<file path="config.mk">
export PLATFORM = sky130hd
export DESIGN_NAME = usb_tx_encoder
export DESIGN_NICKNAME = d
export VERILOG_FILES = /design/src/rtl/usb_tx_encoder.sv
export SDC_FILE = /design/constraint.sdc
export NUM_CORES = 1
export LEC_CHECK = 0
export ABC_AREA = 1
export CAP_MARGIN = 20
export CORE_AREA = 2 2 79 81
export DETAILED_ROUTE_END_ITERATION = 6
export DIE_AREA = 0 0 81 83
export SYNTH_ARGS = -nofsm -noshare
export SYNTH_HDL_FRONTEND = slang
export SYNTH_SLANG_ARGS = --single-unit
</file>
<file path="constraint.sdc">
create_clock -name clk -period 3.8 [get_ports clk]
set_input_delay 0.76 -clock clk [delete_from_list [all_inputs] [get_ports clk]]
set_output_delay 0.76 -clock clk [all_outputs]
set_load 0.02 [all_outputs]
</file>
<file path="src/rtl/usb_tx_encoder.sv">
`default_nettype none
// ============================================================================
//  Module   : usb_tx_encoder
//  Purpose  : Transmit-side USB full-speed line encoder. Accepts packet bytes
//             over a valid/ready handshake, serializes them LSB first, applies
//             bit stuffing and NRZI encoding, drives D+/D- and terminates every
//             packet with an EOP (two bit periods of SE0, then one of J).
//  Ports    : clk, rst          - clock, synchronous active-high reset
//             tx_data_i[7:0]    - packet byte, sent LSB first
//             tx_valid_i        - tx_data_i / tx_last_i valid
//             tx_last_i         - tx_data_i is the final byte of the packet
//             tx_ready_o        - byte holding register empty
//             d_plus_o/d_minus_o- registered USB line outputs
//             tx_busy_o         - first accepted byte through end of EOP J bit
//             tx_done_o         - one-cycle pulse on the final clk of EOP
//             tx_err_o          - one-cycle pulse on holding-register underrun
//  Config   : USB_TX_SYNC_EN    - when defined, a SYNC byte (0x80) is sent
//                                 ahead of the first accepted byte of a packet
//  Revision : 1.0 - initial release
// ============================================================================
module usb_tx_encoder #(
    parameter int CLKS_PER_BIT = 4
) (
    input  logic       clk,
    input  logic       rst,
    input  logic [7:0] tx_data_i,
    input  logic       tx_valid_i,
    input  logic       tx_last_i,
    output logic       tx_ready_o,
    output logic       d_plus_o,
    output logic       d_minus_o,
    output logic       tx_busy_o,
    output logic       tx_done_o,
    output logic       tx_err_o
);

    localparam int TW = $clog2(CLKS_PER_BIT);
    localparam logic [TW-1:0] TMAX  = TW'(CLKS_PER_BIT - 1);
    localparam logic [TW-1:0] TLAST = TW'(CLKS_PER_BIT - 2);

    // State names describe what is currently on the line, except LOAD,
    // which is the one-clock gap between taking a byte and its first bit.
    localparam logic [2:0] ST_IDLE  = 3'd0;
    localparam logic [2:0] ST_LOAD  = 3'd1;
    localparam logic [2:0] ST_DATA  = 3'd2;
    localparam logic [2:0] ST_STUFF = 3'd3;
    localparam logic [2:0] ST_SE0   = 3'd4;
    localparam logic [2:0] ST_EOPJ  = 3'd5;

    logic [2:0]    state_q,     state_d;
    logic [TW-1:0] timer_q,     timer_d;
    logic [7:0]    hold_q,      hold_d;
    logic          hold_last_q, hold_last_d;
    logic          hold_full_q, hold_full_d;
    logic [7:0]    shift_q,     shift_d;
    logic          last_q,      last_d;
    logic [2:0]    idx_q,       idx_d;
    logic [2:0]    ones_q,      ones_d;
    logic          level_q,     level_d;   // 1 = J, 0 = K
    logic          dp_q,        dp_d;
    logic          dm_q,        dm_d;
    logic          busy_q,      busy_d;
    logic          done_q,      done_d;
    logic          err_q,       err_d;

    logic          w_tick;
    logic          w_accept;
    logic          w_emit;
    logic          w_bit;
    logic [2:0]    w_idx_nxt;

    assign w_tick    = (timer_q == TMAX);
    assign w_accept  = tx_valid_i & ~hold_full_q;
    assign w_idx_nxt = idx_q + 3'd1;

    always_comb begin
        state_d     = state_q;
        timer_d     = (state_q == ST_IDLE) ? '0 : (w_tick ? '0 : timer_q + 1'b1);
        hold_d      = hold_q;
        hold_last_d = hold_last_q;
        hold_full_d = hold_full_q;
        shift_d     = shift_q;
        last_d      = last_q;
        idx_d       = idx_q;
        ones_d      = ones_q;
        level_d     = level_q;
        dp_d        = dp_q;
        dm_d        = dm_q;
        done_d      = 1'b0;
        err_d       = 1'b0;
        w_emit      = 1'b0;
        w_bit       = 1'b0;

        if (w_accept) begin
            hold_d      = tx_data_i;
            hold_last_d = tx_last_i;
            hold_full_d = 1'b1;
        end

        case (state_q)
            ST_IDLE: begin
                if (hold_full_q) begin
                    state_d = ST_LOAD;
                    // Preset the timer so the first bit lands on the next edge.
                    timer_d = TMAX;
`ifdef USB_TX_SYNC_EN
                    // SYNC goes out as an ordinary non-final byte; the held
                    // byte follows through the normal byte-boundary reload.
                    shift_d = 8'h80;
                    last_d  = 1'b0;
`else
                    shift_d     = hold_q;
                    last_d      = hold_last_q;
                    hold_full_d = 1'b0;
`endif
                end
            end
            ST_LOAD: begin
                if (w_tick) begin
                    state_d = ST_DATA;
                    idx_d   = 3'd0;
                    w_emit  = 1'b1;
                    w_bit   = shift_q[0];
                end
            end
            ST_DATA, ST_STUFF: begin
                if (w_tick) begin
                    if (ones_q == 3'd6) begin
                        // Six ones just went out: insert the stuffed zero.
                        state_d = ST_STUFF;
                        w_emit  = 1'b1;
                        w_bit   = 1'b0;
                    end else if (idx_q != 3'd7) begin
                        state_d = ST_DATA;
                        idx_d   = w_idx_nxt;
                        w_emit  = 1'b1;
                        w_bit   = shift_q[w_idx_nxt];
                    end else if (last_q) begin
                        state_d = ST_SE0;
                        idx_d   = 3'd0;
                        dp_d    = 1'b0;
                        dm_d    = 1'b0;
                    end else if (hold_full_q) begin
                        // Back-to-back reload: bit 0 of the next byte follows
                        // bit 7 with no gap.
                        state_d     = ST_DATA;
                        shift_d     = hold_q;
                        last_d      = hold_last_q;
                        hold_full_d = 1'b0;
                        idx_d       = 3'd0;
                        w_emit      = 1'b1;
                        w_bit       = hold_q[0];
                    end else begin
                        // Underrun: flag it and close the packet cleanly.
                        err_d   = 1'b1;
                        state_d = ST_SE0;
                        idx_d   = 3'd0;
                        dp_d    = 1'b0;
                        dm_d    = 1'b0;
                    end
                end
            end
            ST_SE0: begin
                if (w_tick) begin
                    if (idx_q == 3'd0) begin
                        idx_d = 3'd1;
                    end else begin
                        state_d = ST_EOPJ;
                        dp_d    = 1'b1;
                        dm_d    = 1'b0;
                        level_d = 1'b1;
                        ones_d  = 3'd0;
                    end
                end
            end
            ST_EOPJ: begin
                // Registered pulse lands on the last clk of the J bit.
                done_d = (timer_q == TLAST);
                if (w_tick) begin
                    state_d = ST_IDLE;
                end
            end
            default: begin
                state_d = ST_IDLE;
            end
        endcase

        // NRZI: a 0 toggles the line level, a 1 holds it.
        if (w_emit) begin
            if (w_bit) begin
                ones_d = ones_q + 3'd1;
            end else begin
                ones_d  = 3'd0;
                level_d = ~level_q;
            end
            dp_d = w_bit ? level_q : ~level_q;
            dm_d = w_bit ? ~level_q : level_q;
        end

        busy_d = hold_full_d | (state_d != ST_IDLE);
    end

    always_ff @(posedge clk) begin
        if (rst) begin
            state_q     <= ST_IDLE;
            timer_q     <= '0;
            hold_q      <= 8'h00;
            hold_last_q <= 1'b0;
            hold_full_q <= 1'b0;
            shift_q     <= 8'h00;
            last_q      <= 1'b0;
            idx_q       <= 3'd0;
            ones_q      <= 3'd0;
            level_q     <= 1'b1;
            dp_q        <= 1'b1;
            dm_q        <= 1'b0;
            busy_q      <= 1'b0;
            done_q      <= 1'b0;
            err_q       <= 1'b0;
        end else begin
            state_q     <= state_d;
            timer_q     <= timer_d;
            hold_q      <= hold_d;
            hold_last_q <= hold_last_d;
            hold_full_q <= hold_full_d;
            shift_q     <= shift_d;
            last_q      <= last_d;
            idx_q       <= idx_d;
            ones_q      <= ones_d;
            level_q     <= level_d;
            dp_q        <= dp_d;
            dm_q        <= dm_d;
            busy_q      <= busy_d;
            done_q      <= done_d;
            err_q       <= err_d;
        end
    end

    assign tx_ready_o = ~hold_full_q;
    assign d_plus_o   = dp_q;
    assign d_minus_o  = dm_q;
    assign tx_busy_o  = busy_q;
    assign tx_done_o  = done_q;
    assign tx_err_o   = err_q;

endmodule
`default_nettype wire
</file>
==> run_results.csv, run 1 <==
group,metric,value,unit
status,status,"finished, final reports clean",
synthesis,synth_edf_count,0,
cts,hold_buffers,0,
synthesis,syn-num-nets,260,
setup_path,path_class,"in -> reg",
power,leakagePower,0.889,nW
placed_design,dp.final_hpwl,2600,um
cts,root_buffer,"clkbuf_8",
synthesis,synth_area_leaders,"dfxtp_1, nor2_1, nand2_1",
setup_path,cp-start-kind,"input port",
setup_path,r2r_slack,1.81,ns
power,p_int,609,uW
sta,fin_crit,2.18,ns
floorplanning,dieArea,6720,sq um
sta,slew_violations,0,
flow_run,maxCapViolCount,0,
cts,cts_tree,"done",
power,combPwrFrac,0.163,
sta,fin_skew,0.00401,ns
route,wire_per_inst,10.5,um
synthesis,ys_ff_latch,36,
cts,clk_path_buf_depth,2,
cts,path_clk_slew,0.07,ns
final_layout,drive_gt1_frac,0.0920,
final_layout,fin_area,2050,sq um
global_route,antenna_found_initial,0,
placed_design,dpl-instance-area,1960,sq um
sta,fin_tns_setup,0,ns
final_layout,syn_to_final_growth,18.6,%
power,p_seq_frac,0.504,
sta,rsz0062_at_grt,"no",
floorplanning,die_w,81,um
synthesis,yosys.area.top_type,"dfxtp_1",
sta,finalCritPeriodShare,0.575,
floorplanning,die_h,83,um
setup_path,crit_fanout,10,
synthesis,synth_top_area_frac,0.416,
synthesis,synthCells,241,
route,route.met2.wl,1480,um
floorplanning,start_util,0.298,
cts,clock_sink_count,36,
global_route,overflow,0,
synthesis,ys_async_sr_fraction,0,
route,ant_nets,0,
placed_design,gp_congestion,0.809,
setup_path,end_kind,"register",
route,m1WireLength,1870,um
synthesis,ys_seq_area_frac,0.416,
worst_hold_path,hold_path_class,"reg -> reg",
floorplanning,row_count,28,
route,wl_met3,114,um
global_route,grt_usage,0.120,
final_layout,nFillCells,651,
synthesis,netlist_area,1730,sq um
floorplanning,core-area,5820,sq um
cts,htree_levels,2,
power,p_clk_frac,0.333,
global_route,grt_start_max_net_pins,26,
cts,numCtsBuffers,5,
power,ir_worst_vdd,0.205,mV
sta,fmax,458,MHz
power,powerDensity,409,nW/um^2
global_route,grt_pass1_vias,1424,
cts,cts.repair.resized,0,
sta,finalHoldViolations,0,
power,p_sw_frac,0.274,
final_layout,antennaDiodeCount,0,
final_layout,num-nets-final,279,
placed_design,io_buffer_count,17,
setup_path,cp.arrival,2.36,ns
synthesis,postSynthAreaPerCell,7.18,sq um
route,dr.max_layer_used,"met4",
route,vias_per_cell,4.48,
power,p_switching,230,uW
synthesis,ys_types,29,
route,dr.first_iter.drc_count,59,
synthesis,synthFlopType,"dfxtp_1",
sta,finalSetupViolCount,0,
sta,worst_pin_slew,0.648,ns
route,wirelength,3540,um
setup_path,required,3.98,ns
synthesis,yosysWarnings,0,
sta,max-slew-margin-rel,0.567,
route,drc,0,
cts,cts_setup_buffers,0,
cts,clk-insertion-delay-late,0.29,ns
floorplanning,ios,18,
route,dr.pass1.iters,4,
route,num_vias,1504,
global_route,grt_pass1_wl,6380,um
-- per-stage QoR --
stage	util	cells	hold WS, ns	worst slack, ns	total power [mW]
2_1_floorplan	-	241	0.429	2.08	0.530
3_3_place_gp	0.337	328	0.446	1.34	0.568
3_5_place_dp	0.337	328	0.450	1.28	0.569
4_1_cts	0.353	336	0.462	1.58	0.851
5_1_grt	0.353	336	0.472	1.41	0.894
6_report	0.353	336	0.456	1.62	0.839
-- cell usage in the layout, fill, tap and decap left out, types with 2 or more instances in the layout --
cell type	synthesis	routed
nand3_1	14	14
nor2_1	36	36
clkbuf_8	0	6
a21oi_2	3	3
nand2_2	3	3
nand3b_1	2	2
clkbuf_1	2	2
inv_2	7	7
a21oi_1	23	23
ha_1	7	7
o21ai_0	24	24
nand2_1	35	35
nor3_1	4	4
clkdlybuf4s50_1	0	17
inv_1	27	27
nor2_2	2	2
a211oi_1	3	3
dfxtp_1	36	36
-- layout make-up --
cell class,count,area [sq um],area share
Sequential cell,36,721,0.351
Inverter,35,131,0.0640
Clock buffer,8,90.1,0.0439
Multi-Input combinational cell,165,846,0.412
Tap cell,75,93.8,0.0457
Timing Repair Buffer,17,170,0.0829
-- state kept, by name, summed over array words and instances (netlist names), 2 cells and up --
register / flops
hold_q: 8
shift_q: 8
idx_q: 3
ones_q: 3
state_q: 3
timer_q: 2
-- cells in the mapped netlist, types with 4 or more instances --
cell type	n
inv_2	7
o21ai_0	24
ha_1	7
dfxtp_1	36
nand3_1	14
a21oi_1	23
nand2_1	35
nor2_1	36
inv_1	27
nor3_1	4
-- path summary, 6_finish.rpt --
| check | start | end | cells after the start |
|---|---|---|---|
| hold reg to reg | shift_q[7]$_SDFFE_PP0P_ | shift_q[7]$_SDFFE_PP0P_ | 2 |
| setup reg to reg | idx_q[0]$_SDFFE_PP0P_ | d_minus_o$_SDFFE_PP0P_ | 10 |
| hold / removal | shift_q[7]$_SDFFE_PP0P_ | shift_q[7]$_SDFFE_PP0P_ | 2 |
| setup / recovery | tx_valid_i | hold_last_q$_SDFFE_PP0P_ | 6 |
-- critical path, stage by stage --
cell and delay, ns:
clkdlybuf4s50_1 0.45, inv_1 0.05, nor2_1 0.40, clkinv_1 0.40
o21ai_0 0.24, a21oi_1 0.05
-- power groups by stage --
stage	clock network, mW	logic, mW	registers [mW]
global placement	0	0.138	0.431
CTS	0.289	0.139	0.423
global route	0.307	0.160	0.427
detailed placement	0	0.138	0.431
finish	0.279	0.137	0.423
floorplan	0	0.100	0.430
-- routing by layer --
metal	track usage	vias up
met1	0.167	657
met2	0.171	25
met5	0	-
met4	0.0508	0
met3	0.0337	5
li1	-	817
-- kinds of logic (layout without fill, tap and decap cells) --
logic type / after synthesis / in the layout / synth area share
and+or+nand+nor: 99 / 99 / 0.247
AOI/OAI and AO/OA: 58 / 58 / 0.187
buffers and inverters: 40 / 60 / 0.0947
DFF: 36 / 36 / 0.416
adders and majority gates: 7 / 7 / 0.0506
xor gates and xnor gates: 1 / 1 / 0.00506
Note: power is estimated with default switching activity, not from simulation.
==> inputs of run 2 (changes only) <==
==> constraint.sdc (replaced) <==
create_clock -name clk -period 2.23 [get_ports clk]
set_input_delay 0.446 -clock clk [delete_from_list [all_inputs] [get_ports clk]]
set_output_delay 0.446 -clock clk [all_outputs]
set_load 0.02 [all_outputs]
==> run_results.csv, run 2 (synthesis gave the netlist of run 1 again) <==
group,metric,value,unit
route,wire_per_inst,10.6,um
global_route,overflow,0,
final_layout,nFillCells,665,
placed_design,preCtsSetupSlack,0.305,ns
setup_path,slowest_stage,"dfxtp_1",
cts,clk-insertion-delay-late,0.29,ns
setup_path,cp_cell_sequence,"ha_1 -> ha_1 -> inv_1 -> nor2_1 -> nand2_1 -> o21ai_2 -> inv_2 -> o31ai_2 -> nand2_1 -> a21oi_1",
final_layout,largest_registers,"hold_q x8, shift_q x8",
route,route.met2.wl,1520,um
route,dr.max_layer_used,"met4",
sta,fin_tns_setup,0,ns
route,dr.first_iter.drc_count,61,
setup_path,path_class,"reg -> reg",
sta,holdWs,0.459,ns
cts,cts_tree,"done",
route,num_vias,1539,
cts,clock_sink_count,36,
placed_design,io_buffer_count,17,
floorplanning,die_h,83,um
cts,cts.repair.resized,0,
route,ant_nets,0,
sta,worst_pin_slew,0.349,ns
status,status,"finished, final reports clean",
cts,numCtsBuffers,5,
sta,slew_violations,0,
setup_path,crit_fanout,8,
sta,fin_crit,1.98,ns
power,p_seq_frac,0.501,
power,combPwrFrac,0.168,
sta,max-slew-margin-rel,0.767,
cts,htree_levels,2,
final_layout,layout_common_cells,"nor2_1, dfxtp_1, nand2_1",
cts,hold_buffers,0,
route,m1WireLength,1850,um
setup_path,cp-start-kind,"register",
setup_path,cp.arrival,2.20,ns
route,dr.pass1.iters,4,
sta,fin_skew,0.00400,ns
floorplanning,row_count,28,
flow_run,maxCapViolCount,0,
placed_design,gp_congestion,0.788,
power,ir_worst_vdd,0.403,mV
route,wirelength,3610,um
placed_design,dp.final_hpwl,2680,um
global_route,antenna_found_initial,0,
route,vias_per_cell,4.54,
sta,rsz0062_at_grt,"no",
power,powerDensity,692,nW/um^2
floorplanning,ios,18,
global_route,grt_pass1_wl,6650,um
global_route,grt_pass1_vias,1568,
power,leakagePower,0.909,nW
final_layout,drive_gt1_frac,0.110,
cts,clk_path_buf_depth,2,
placed_design,dpl-instance-area,1980,sq um
route,wl_met3,126,um
sta,setup_ws,0.253,ns
final_layout,num-nets-final,282,
power,p_int,1.04,mW
floorplanning,core-area,5820,sq um
sta,finalHoldViolations,0,
power,p_switching,401,uW
final_layout,fin_area,2080,sq um
cts,path_clk_slew,0.07,ns
sta,finalSetupViolCount,0,
global_route,grt_usage,0.124,
setup_path,slowest_delay,0.48,ns
final_layout,finalCoreUtilization,0.357,
power,p_clk_frac,0.332,
final_layout,antennaDiodeCount,0,
cts,cts_setup_buffers,0,
final_layout,syn_to_final_growth,20.0,%
sta,finalCritPeriodShare,0.886,
floorplanning,start_util,0.298,
global_route,grt_start_max_net_pins,26,
floorplanning,dieArea,6720,sq um
cts,root_buffer,"clkbuf_8",
final_layout,multiInputGateArea,846,sq um
floorplanning,die_w,81,um
route,drc,0,
sta,fmax,506,MHz
setup_path,required,2.45,ns
worst_hold_path,hold_path_class,"reg -> reg",
setup_path,end_kind,"register",
power,p_sw_frac,0.279,
final_layout,seq_area,721,sq um
run 2: cell types whose count changed in the layout (fill, tap and decap cells not counted):
cell,delta
clkinv_2,+2
buf_4,+3
clkbuf_1,-2
run 2: worst max-delay path: cells and delay by family, from the launching register on:
family | cells | cell delay [ns]
DFF | 1 | 0.48
AOI/OAI and AO/OA | 3 | 0.57
adders and majority gates | 2 | 0.42
buffers and inverters | 2 | 0.17
and+or+nand+nor | 3 | 0.28
run 2: final cells by class:
class / instances / share of cell area
clock buffers: 6 / 0.0398
inverters: 35 / 0.0633
flip-flops and latches: 36 / 0.347
multi-input cells: 165 / 0.407
well taps: 75 / 0.0452
repair buffers: 20 / 0.0928
clock inverters: 2 / 0.00482
run 2: path summary, 6_finish.rpt:
check                                from                       to  slack [ns]  cells past startpoint
setup / recovery    idx_q[0]$_SDFFE_PP0P_   d_minus_o$_SDFFE_PP0P_        0.25                     10
hold / removal    shift_q[5]$_SDFFE_PP0P_  shift_q[5]$_SDFFE_PP0P_        0.46                      2
setup reg to reg    idx_q[0]$_SDFFE_PP0P_   d_minus_o$_SDFFE_PP0P_        0.25                     10
hold reg to reg   shift_q[5]$_SDFFE_PP0P_  shift_q[5]$_SDFFE_PP0P_        0.46                      2
run 2: per-stage QoR:
step / std cells / power [mW]
after CTS: 339 / 1.46
after global placement: 331 / 0.973
after global routing: 339 / 1.53
final: 339 / 1.44
after detailed placement: 331 / 0.977
after floorplan: 241 / 0.903
run 2: power by group through the flow:
stage          clock network (mW)  registers, mW  logic, mW
2_1_floorplan                   0          0.732      0.171
3_3_place_gp                    0          0.734      0.240
3_5_place_dp                    0          0.735      0.242
6_report                    0.477          0.720      0.241
4_1_cts                     0.497          0.720      0.243
5_1_grt                     0.518          0.728      0.281
run 2: per-layer routing:
| layer | track usage | vias to the layer above |
|---|---|---|
| met5 | 0 | - |
| met4 | 0.0647 | 0 |
| met3 | 0.0337 | 9 |
| met2 | 0.186 | 24 |
| met1 | 0.161 | 682 |
| li1 | - | 824 |
